[src/rtl/fwd_sel_ctrl.sv]
// Forwarding and load-use hazard control for the 5-stage MIPS32 pipeline.
// Tracks in-flight destination registers in a shadow pipeline (EX/MEM/WB),
// registers the EX operand-mux select codes, and raises a one-cycle stall on
// load-use hazards.
module fwd_sel_ctrl (
    input  logic        clk,
    input  logic        rst_n,
    input  logic        id_valid,
    input  logic [4:0]  id_rs,
    input  logic [4:0]  id_rt,
    input  logic        id_use_imm,
    input  logic        id_wr_en,
    input  logic [4:0]  id_dst,
    input  logic        id_is_load,
    input  logic        flush,
    output logic [1:0]  fwd_a_sel,
    output logic [1:0]  fwd_b_sel,
    output logic        stall,
    output logic [15:0] stall_cnt
);

    // Operand mux select encodings.
    localparam logic [1:0] SelRf  = 2'b00;
    localparam logic [1:0] SelMem = 2'b01;  // EX/MEM ALU result
    localparam logic [1:0] SelWb  = 2'b10;  // MEM/WB result
    localparam logic [1:0] SelImm = 2'b11;

    localparam logic [15:0] CntMax = 16'hFFFF;

    // EX shadow slot (mirrors ID/EX). Only this slot needs the load flag: by
    // the time a load reaches MEM/WB its data is forwardable like any result.
    logic       ex_valid_q,  ex_valid_d;
    logic       ex_wr_q,     ex_wr_d;
    logic [4:0] ex_dst_q,    ex_dst_d;
    logic       ex_load_q,   ex_load_d;

    // MEM shadow slot (mirrors EX/MEM).
    logic       mem_valid_q;
    logic       mem_wr_q;
    logic [4:0] mem_dst_q;

    // WB shadow slot (mirrors MEM/WB).
    logic       wb_valid_q;
    logic       wb_wr_q;
    logic [4:0] wb_dst_q;

    logic [1:0]  fwd_a_sel_q, fwd_a_sel_d;
    logic [1:0]  fwd_b_sel_q, fwd_b_sel_d;
    logic [15:0] stall_cnt_q, stall_cnt_d;

    logic hazard;
    logic bubble;

    logic a_ex_hit, a_mem_hit, a_wb_hit;
    logic b_ex_hit, b_mem_hit, b_wb_hit;

    // A slot forwards to a source only if it really writes that register;
    // $0 is hard-wired to zero and never forwards.
    function automatic logic slot_hit(input logic       valid,
                                      input logic       wr,
                                      input logic [4:0] dst,
                                      input logic [4:0] src);
        return valid && wr && (dst == src) && (src != 5'd0);
    endfunction

    // Youngest producer wins. A WB hit reads the register file, which is
    // written in the first half-cycle and read in the second.
    function automatic logic [1:0] pick_sel(input logic ex_hit,
                                            input logic mem_hit,
                                            input logic wb_hit);
        logic [1:0] sel;
        sel = SelRf;
        if (ex_hit) begin
            sel = SelMem;
        end else if (mem_hit) begin
            sel = SelWb;
        end else if (wb_hit) begin
            sel = SelRf;
        end
        return sel;
    endfunction

    // Source matches against every shadow slot.
    always_comb begin
        a_ex_hit  = slot_hit(ex_valid_q,  ex_wr_q,  ex_dst_q,  id_rs);
        a_mem_hit = slot_hit(mem_valid_q, mem_wr_q, mem_dst_q, id_rs);
        a_wb_hit  = slot_hit(wb_valid_q,  wb_wr_q,  wb_dst_q,  id_rs);
        b_ex_hit  = slot_hit(ex_valid_q,  ex_wr_q,  ex_dst_q,  id_rt);
        b_mem_hit = slot_hit(mem_valid_q, mem_wr_q, mem_dst_q, id_rt);
        b_wb_hit  = slot_hit(wb_valid_q,  wb_wr_q,  wb_dst_q,  id_rt);
    end

    // Load-use detection; flush squashes the consumer so no stall is needed.
    always_comb begin
        hazard = 1'b0;
        if (id_valid && ex_valid_q && ex_load_q) begin
            hazard = (ex_dst_q == id_rs) || ((ex_dst_q == id_rt) && !id_use_imm);
        end
        stall  = hazard && !flush;
        bubble = !id_valid || flush || stall;
    end

    // Next EX slot, next select codes and next stall count.
    always_comb begin
        ex_valid_d  = 1'b0;
        ex_wr_d     = 1'b0;
        ex_dst_d    = 5'd0;
        ex_load_d   = 1'b0;
        fwd_a_sel_d = SelRf;
        fwd_b_sel_d = SelRf;
        stall_cnt_d = stall_cnt_q;

        if (!bubble) begin
            ex_valid_d  = 1'b1;
            ex_wr_d     = id_wr_en;
            ex_dst_d    = id_dst;
            ex_load_d   = id_is_load;
            fwd_a_sel_d = pick_sel(a_ex_hit, a_mem_hit, a_wb_hit);
            fwd_b_sel_d = id_use_imm ? SelImm : pick_sel(b_ex_hit, b_mem_hit, b_wb_hit);
        end

        if (stall && (stall_cnt_q != CntMax)) begin
            stall_cnt_d = stall_cnt_q + 16'd1;
        end
    end

    // Shadow pipeline shift; WB content falls off the end.
    always_ff @(posedge clk or negedge rst_n) begin
        if (!rst_n) begin
            ex_valid_q  <= 1'b0;
            ex_wr_q     <= 1'b0;
            ex_dst_q    <= 5'd0;
            ex_load_q   <= 1'b0;
            mem_valid_q <= 1'b0;
            mem_wr_q    <= 1'b0;
            mem_dst_q   <= 5'd0;
            wb_valid_q  <= 1'b0;
            wb_wr_q     <= 1'b0;
            wb_dst_q    <= 5'd0;
        end else begin
            ex_valid_q  <= ex_valid_d;
            ex_wr_q     <= ex_wr_d;
            ex_dst_q    <= ex_dst_d;
            ex_load_q   <= ex_load_d;
            mem_valid_q <= ex_valid_q;
            mem_wr_q    <= ex_wr_q;
            mem_dst_q   <= ex_dst_q;
            wb_valid_q  <= mem_valid_q;
            wb_wr_q     <= mem_wr_q;
            wb_dst_q    <= mem_dst_q;
        end
    end

    // Registered selects and stall counter.
    always_ff @(posedge clk or negedge rst_n) begin
        if (!rst_n) begin
            fwd_a_sel_q <= SelRf;
            fwd_b_sel_q <= SelRf;
            stall_cnt_q <= 16'd0;
        end else begin
            fwd_a_sel_q <= fwd_a_sel_d;
            fwd_b_sel_q <= fwd_b_sel_d;
            stall_cnt_q <= stall_cnt_d;
        end
    end

    assign fwd_a_sel = fwd_a_sel_q;
    assign fwd_b_sel = fwd_b_sel_q;
    assign stall_cnt = stall_cnt_q;

endmodule

[config.mk]
export PLATFORM = sky130hd
export DESIGN_NAME = fwd_sel_ctrl
export DESIGN_NICKNAME = d
export VERILOG_FILES = /design/src/rtl/fwd_sel_ctrl.sv
export SDC_FILE = /design/constraint.sdc
export NUM_CORES = 1
export LEC_CHECK = 0
export ABC_CLOCK_PERIOD_IN_PS = 2250
export CAP_MARGIN = 20
export CORE_MARGIN = 10
export CORE_UTILIZATION = 40
export DETAILED_ROUTE_END_ITERATION = 16
export PLACE_DENSITY = 0.67
export SLEW_MARGIN = 20
export SYNTH_ARGS = -nofsm -noshare
export SYNTH_HDL_FRONTEND = slang
export SYNTH_SLANG_ARGS = --single-unit
[constraint.sdc]
create_clock -name clk -period 2.25 [get_ports clk]
set_clock_uncertainty 0.1 [all_clocks]
set_input_delay 0.45 -clock clk [delete_from_list [all_inputs] [get_ports clk]]
set_output_delay 0.45 -clock clk [all_outputs]
set_load 0.01 [all_outputs]
Yosys cells after proc, flatten, opt, wreduce, memory -nomap -nowiden
Cells that the tools add are included.
W data, S select, Z words.
{"block": "word_totals", "reg_bits": 35, "word_cells": 51, "inputBits": 22}
{"block": "op_classes", "eq_ne": 5, "reduce_logical": 23, "muxes": 12, "addsub": 1}
{"operator": "$eq A5 B5 Y1", "n": 4}
{"operator": "$add A16 B1 Y16 const B", "n": 1}
{"operator": "$ne A16 B16 Y1 const B", "n": 1}
{"operator": "$logic_and A1 B1 Y1", "n": 15}
{"operator": "$mux W2", "n": 7}
{"operator": "$reduce_bool A5 Y1", "n": 2}
{"operator": "$mux W5", "n": 1}
{"operator": "$mux W1", "n": 4}
{"operator": "$logic_not A1 Y1", "n": 3}
{"operator": "$logic_or A1 B1 Y1", "n": 3}

Logic depth before layout (Yosys ltp)
{"block": "depth", "ltp_word": 7, "depth_mapped": 7, "ltp_nobuf": 7}

Worst setup path after synthesis
OpenSTA, ideal clock, no wires.
{"block": "synth_timing", "path_type": "flip-flop to flip-flop", "from": "reg stall_cnt_q[0], in the netlist stall_cnt[0]", "to": "reg stall_cnt_q[1], in the netlist stall_cnt[1]", "arrival_ns": 1.788, "period_less_slack_ns": 2.015, "required_time_ns": 2.022, "setup_slack_ns": 0.235, "path_stages_with_launch": 8, "cell_sequence": "dfrtp_1 > ha_1 > and3_2 > nand3_2 > or3_1 > buf_6 > nand3_2 > mux2_1"}
{"block": "synth_between", "elab_chain_len": 2, "elab_cells_between_ends": 3, "cone_classes": "add/sub: 1; eq/ne: 1; reduce/logical: 1"}
{"element": "start: declaration", "line_no": "49", "rtl": "logic [15:0] stall_cnt_q, stall_cnt_d;"}
{"element": "start signal: assignment", "line_no": "163", "rtl": "stall_cnt_q <= stall_cnt_d;"}
{"element": "branches (longest 2 deep; another with $add A16 B1 Y16)"}
Parallel ways; which one is timed is not known.
A chain may end at the register's enable or synchronous reset.

Worst setup path after layout
{"block": "layout_timing", "from": "in id_rt[3]", "to": "out stall"}
{"block": "layout_between", "elab_chain_len": 5}
{"element": "start: declaration", "line_no": "10", "rtl": "input logic [4:0] id_rt,"}
{"element": "$eq A5 B5 Y1", "line_no": "97", "rtl": "hazard = (ex_dst_q == id_rs) || ((ex_dst_q == id_rt) && !id_use_imm);"}
{"element": "$logic_and A1 B1 Y1", "line_no": "97"}
{"element": "$logic_or A1 B1 Y1", "line_no": "97"}
{"element": "$mux W1", "line_no": "96", "rtl": "if (id_valid && ex_valid_q && ex_load_q) begin"}
{"element": "$logic_and A1 B1 Y1", "line_no": "99", "rtl": "stall = hazard && !flush;"}
{"element": "end: declaration", "line_no": "18", "rtl": "output logic stall,"}
Every way passes these cells.

==> run summary <==
outcome - finished, final reports clean
async set-reset flop share out of synthesis - 100.0%
Gate power share - 10.5%
most common cell in the netlist - dfrtp_1
mux contribution to synthesized area - 3.292%
Worst setup SP type - primary input
Via density - 5.105
Synth Area in Compound Gates - 2.560%
Mapped Cells - 151
largest net degree at the start of global routing - 36
Power Dens Cells - 510.9 mW/mm²
most frequent cells after synthesis - 35 x dfrtp_1, 24 x xnor2_1, 13 x nand4_1
clock share of power - 36.2%
Slew HR - 70.75%
Psw - 290.1 µW
Max Slew Vio Count - 0
FP Rows - 23
switch share - 23.72%
clk root buf - clkbuf_8
endpoints failing hold - 0
largest family of logic cells by synthesized area - simple AND/OR/NAND/NOR gates
die area - 0.007291 mm²
Core ar. - 0.004058 mm²
I/O Pins - 43
Mean Syn Cell Area - 11.33 µm²
critical path data arrival time - 1.68 ns
die width - 85.39 µm
Max Freq - 448.0 MHz
simple-gate share of the synthesized area - 24.21%
TritonCTS Buffers - 5
dpl hpwl - 3.080 mm
reg2reg path depth - 6
H-tree levels - 2
synth unique cells - 30
Worst Path Required - 1.70 ns
Longest Clk Path Bufs - 2
cells along the critical path - clkdlybuf4s50_1, xnor2_1, nand3_2, o21ai_4, and2_4, buf_6
Post-synth top flop - dfrtp_1
first-pass GRT wire length - 7.231 mm
Total Routing Usage GR - 11.94%
final wirelength - 4.067 mm
Slew @ Worst Pin - 0.4388 ns
CP endpoint kind - output port
Synth Area in XOR/XNOR - 15.87%
final hold slack - 0.2919 ns
leak pwr - 1.045 nW
Net count, final - 238
YS warnings - 0
HP Class - flip-flop to flip-flop
peak supply drop - 369.3 µV
number of buffers added on ports - 42
hold wc startpoint - ex_wr_q
share of layout cells above drive strength 1 - 16.20%
flop2flop setup slack - 0.11 ns
Placed Area - 0.002292 mm²
area fraction of the dominant cell type after synthesis - 51.21%
period utilization - 99.21%
CP Class - primary input to output port
layout overhead on the synthesized area - 39.94%
Final setup viols - 0
Seq pwr share - 53.3%
Avg WL per Cell - 15.29 µm
global route overflow - 0
Clock Sinks - 35
initial DRC count - 80
Worst Hold End - mem_wr_q
count of state elements after synthesis - 35
vias in the first global route - 1464
crit-path max FO - 2
ant diodes - 0
sequential fraction of the synthesis area - 51.21%
RR Endpoint - stall_cnt[1]
area leader, netlist - dfrtp_1
RD Place Congestion - 0.8119
synthesized cell area - 0.001710 mm²
post-route ant nets - 0
DR pass1 iterations - 4
Syn Nets - 174
CTS clk-pin slew, worst paths - 0.08 ns
post-route cell area - 0.002394 mm²
P_int - 932.7 µW
initial antenna violation count - 0
EDFF count, synth - 0
Skew-Pair Late Insertion Delay - 0.28 ns
height of the die - 85.39 µm
CTS tree - built
slowest cell on the critical path - clkdlybuf4s50_1
Post-route DRC - 0
Initial Util - 42.15%
fill count - 335
minimum clock period - 2.232 ns
Post-Synth Adder-Cell Area - 0.7315%
CP max stage delay - 0.52 ns
Hold Path Depth - 0
worst r2r src - stall_cnt[0]
total number of vias - 1358
ranking of synthesized cells by area - dfrtp_1 51%, xnor2_1 12%, nand4_1 4.8%
number of max-cap violations - 0
## what timing repair did
| item | in CTS | in global routing |
|---|---|---|
| setup endpoints to repair | 1 | 1 |
| resized for setup | 13 | 0 |
| setup buffers | 1 | 1 |
| hold buffers | 0 | 0 |
| pin swaps | 4 | 3 |
## critical path: cells and delay by family
family / cells / cell delay, ns
AO/OA/AOI/OAI: 1 / 0.17
AND/OR/NAND/NOR: 2 / 0.30
XOR/XNOR: 1 / 0.15
buffers and inverters: 2 / 0.61
## state kept, by name, summed over array words and instances (netlist names)
| name | cells |
|---|---|
| ex_wr_q | 1 |
| ex_dst_q | 5 |
| mem_dst_q | 5 |
| fwd_a_sel | 2 |
| mem_valid_q | 1 |
| stall_cnt | 16 |
| ex_load_q | 1 |
| fwd_b_sel | 2 |
| mem_wr_q | 1 |
| ex_valid_q | 1 |
## worst max-delay path by stage
stage                 start            to  slack [ns]  cells after the start
2_1_floorplan  stall_cnt[0]  stall_cnt[1]        0.23                      7
3_3_place_gp       id_rt[0]         stall       -0.56                      7
3_5_place_dp       id_rt[0]         stall       -0.56                      7
4_1_cts            id_rt[3]         stall        0.02                      6
5_1_grt         ex_dst_q[0]         stall       -0.01                      6
6_report           id_rt[3]         stall        0.02                      6
## layout by cell type (no fill, tap or decap), types with 2 or more instances in the layout
| cell type | count |
|---|---|
| nand3_2 | 3 |
| clkbuf_8 | 5 |
| nor3_1 | 3 |
| and4_1 | 3 |
| nor2_1 | 6 |
| o21a_1 | 2 |
| mux2_1 | 5 |
| xor2_1 | 7 |
| dlygate4sd2_1 | 6 |
| nand3_1 | 8 |
| or4_1 | 2 |
| buf_4 | 20 |
| xnor2_1 | 24 |
| dfrtp_1 | 35 |
| nand2b_1 | 2 |
| nand4_1 | 13 |
| and2_1 | 9 |
| nand2_1 | 6 |
| and3_1 | 6 |
| clkdlybuf4s50_1 | 35 |
## logic make-up (layout without fill, tap and decap cells)
family	Yosys count	after routing
AND/OR/NAND/NOR	69	69
flip-flops	35	35
XOR/XNOR	31	31
AO/OA/AOI/OAI	5	5
multiplexers	5	5
buffers and inverters	5	70
adder cells (fa/ha/maj)	1	1
## cell type report
type	count	area [µm²]	area share, %
clock inverters	2	12.51	0.5227
multi-input cells	111	805.8	33.66
repair buffers	62	564.3	23.58
clock buffers	6	72.57	3.032
flip-flops and latches	35	875.8	36.59
well taps	50	62.56	2.614
## stage by stage
| step | total power, mW | std cells | setup WS, ns | utilization [%] | setup TNS, ns |
|---|---|---|---|---|---|
| 5_1_grt | 1.276 | 266 | -0.01438 | 58.99 | -0.01438 |
| 3_3_place_gp | 0.7931 | 256 | -0.5615 | 56.49 | -3.300 |
| 6_report | 1.223 | 266 | 0.01779 | 58.99 | 0 |
| 2_1_floorplan | 0.7076 | 151 | 0.2345 | - | 0 |
| 4_1_cts | 1.231 | 265 | 0.01581 | 58.80 | 0 |
| 3_5_place_dp | 0.7947 | 256 | -0.5632 | 56.49 | -4.096 |
## power by group through the flow
stage               logic, mW  clock network, mW  registers [mW]
floorplan              0.0448                  0           0.663
global placement        0.129                  0           0.664
detailed placement      0.130                  0           0.665
CTS                     0.129              0.450           0.652
global route            0.142              0.481           0.653
finish                  0.129              0.442           0.652
## layer usage
layer	GRT usage [%]	vias to the layer above	wire (µm)
met5	0	-	0
met1	15.00	660	1846
met4	4.491	0	67
met3	3.633	7	225
li1	-	660	-
met2	18.66	31	1927
Note: power is estimated with default switching activity, not from simulation.
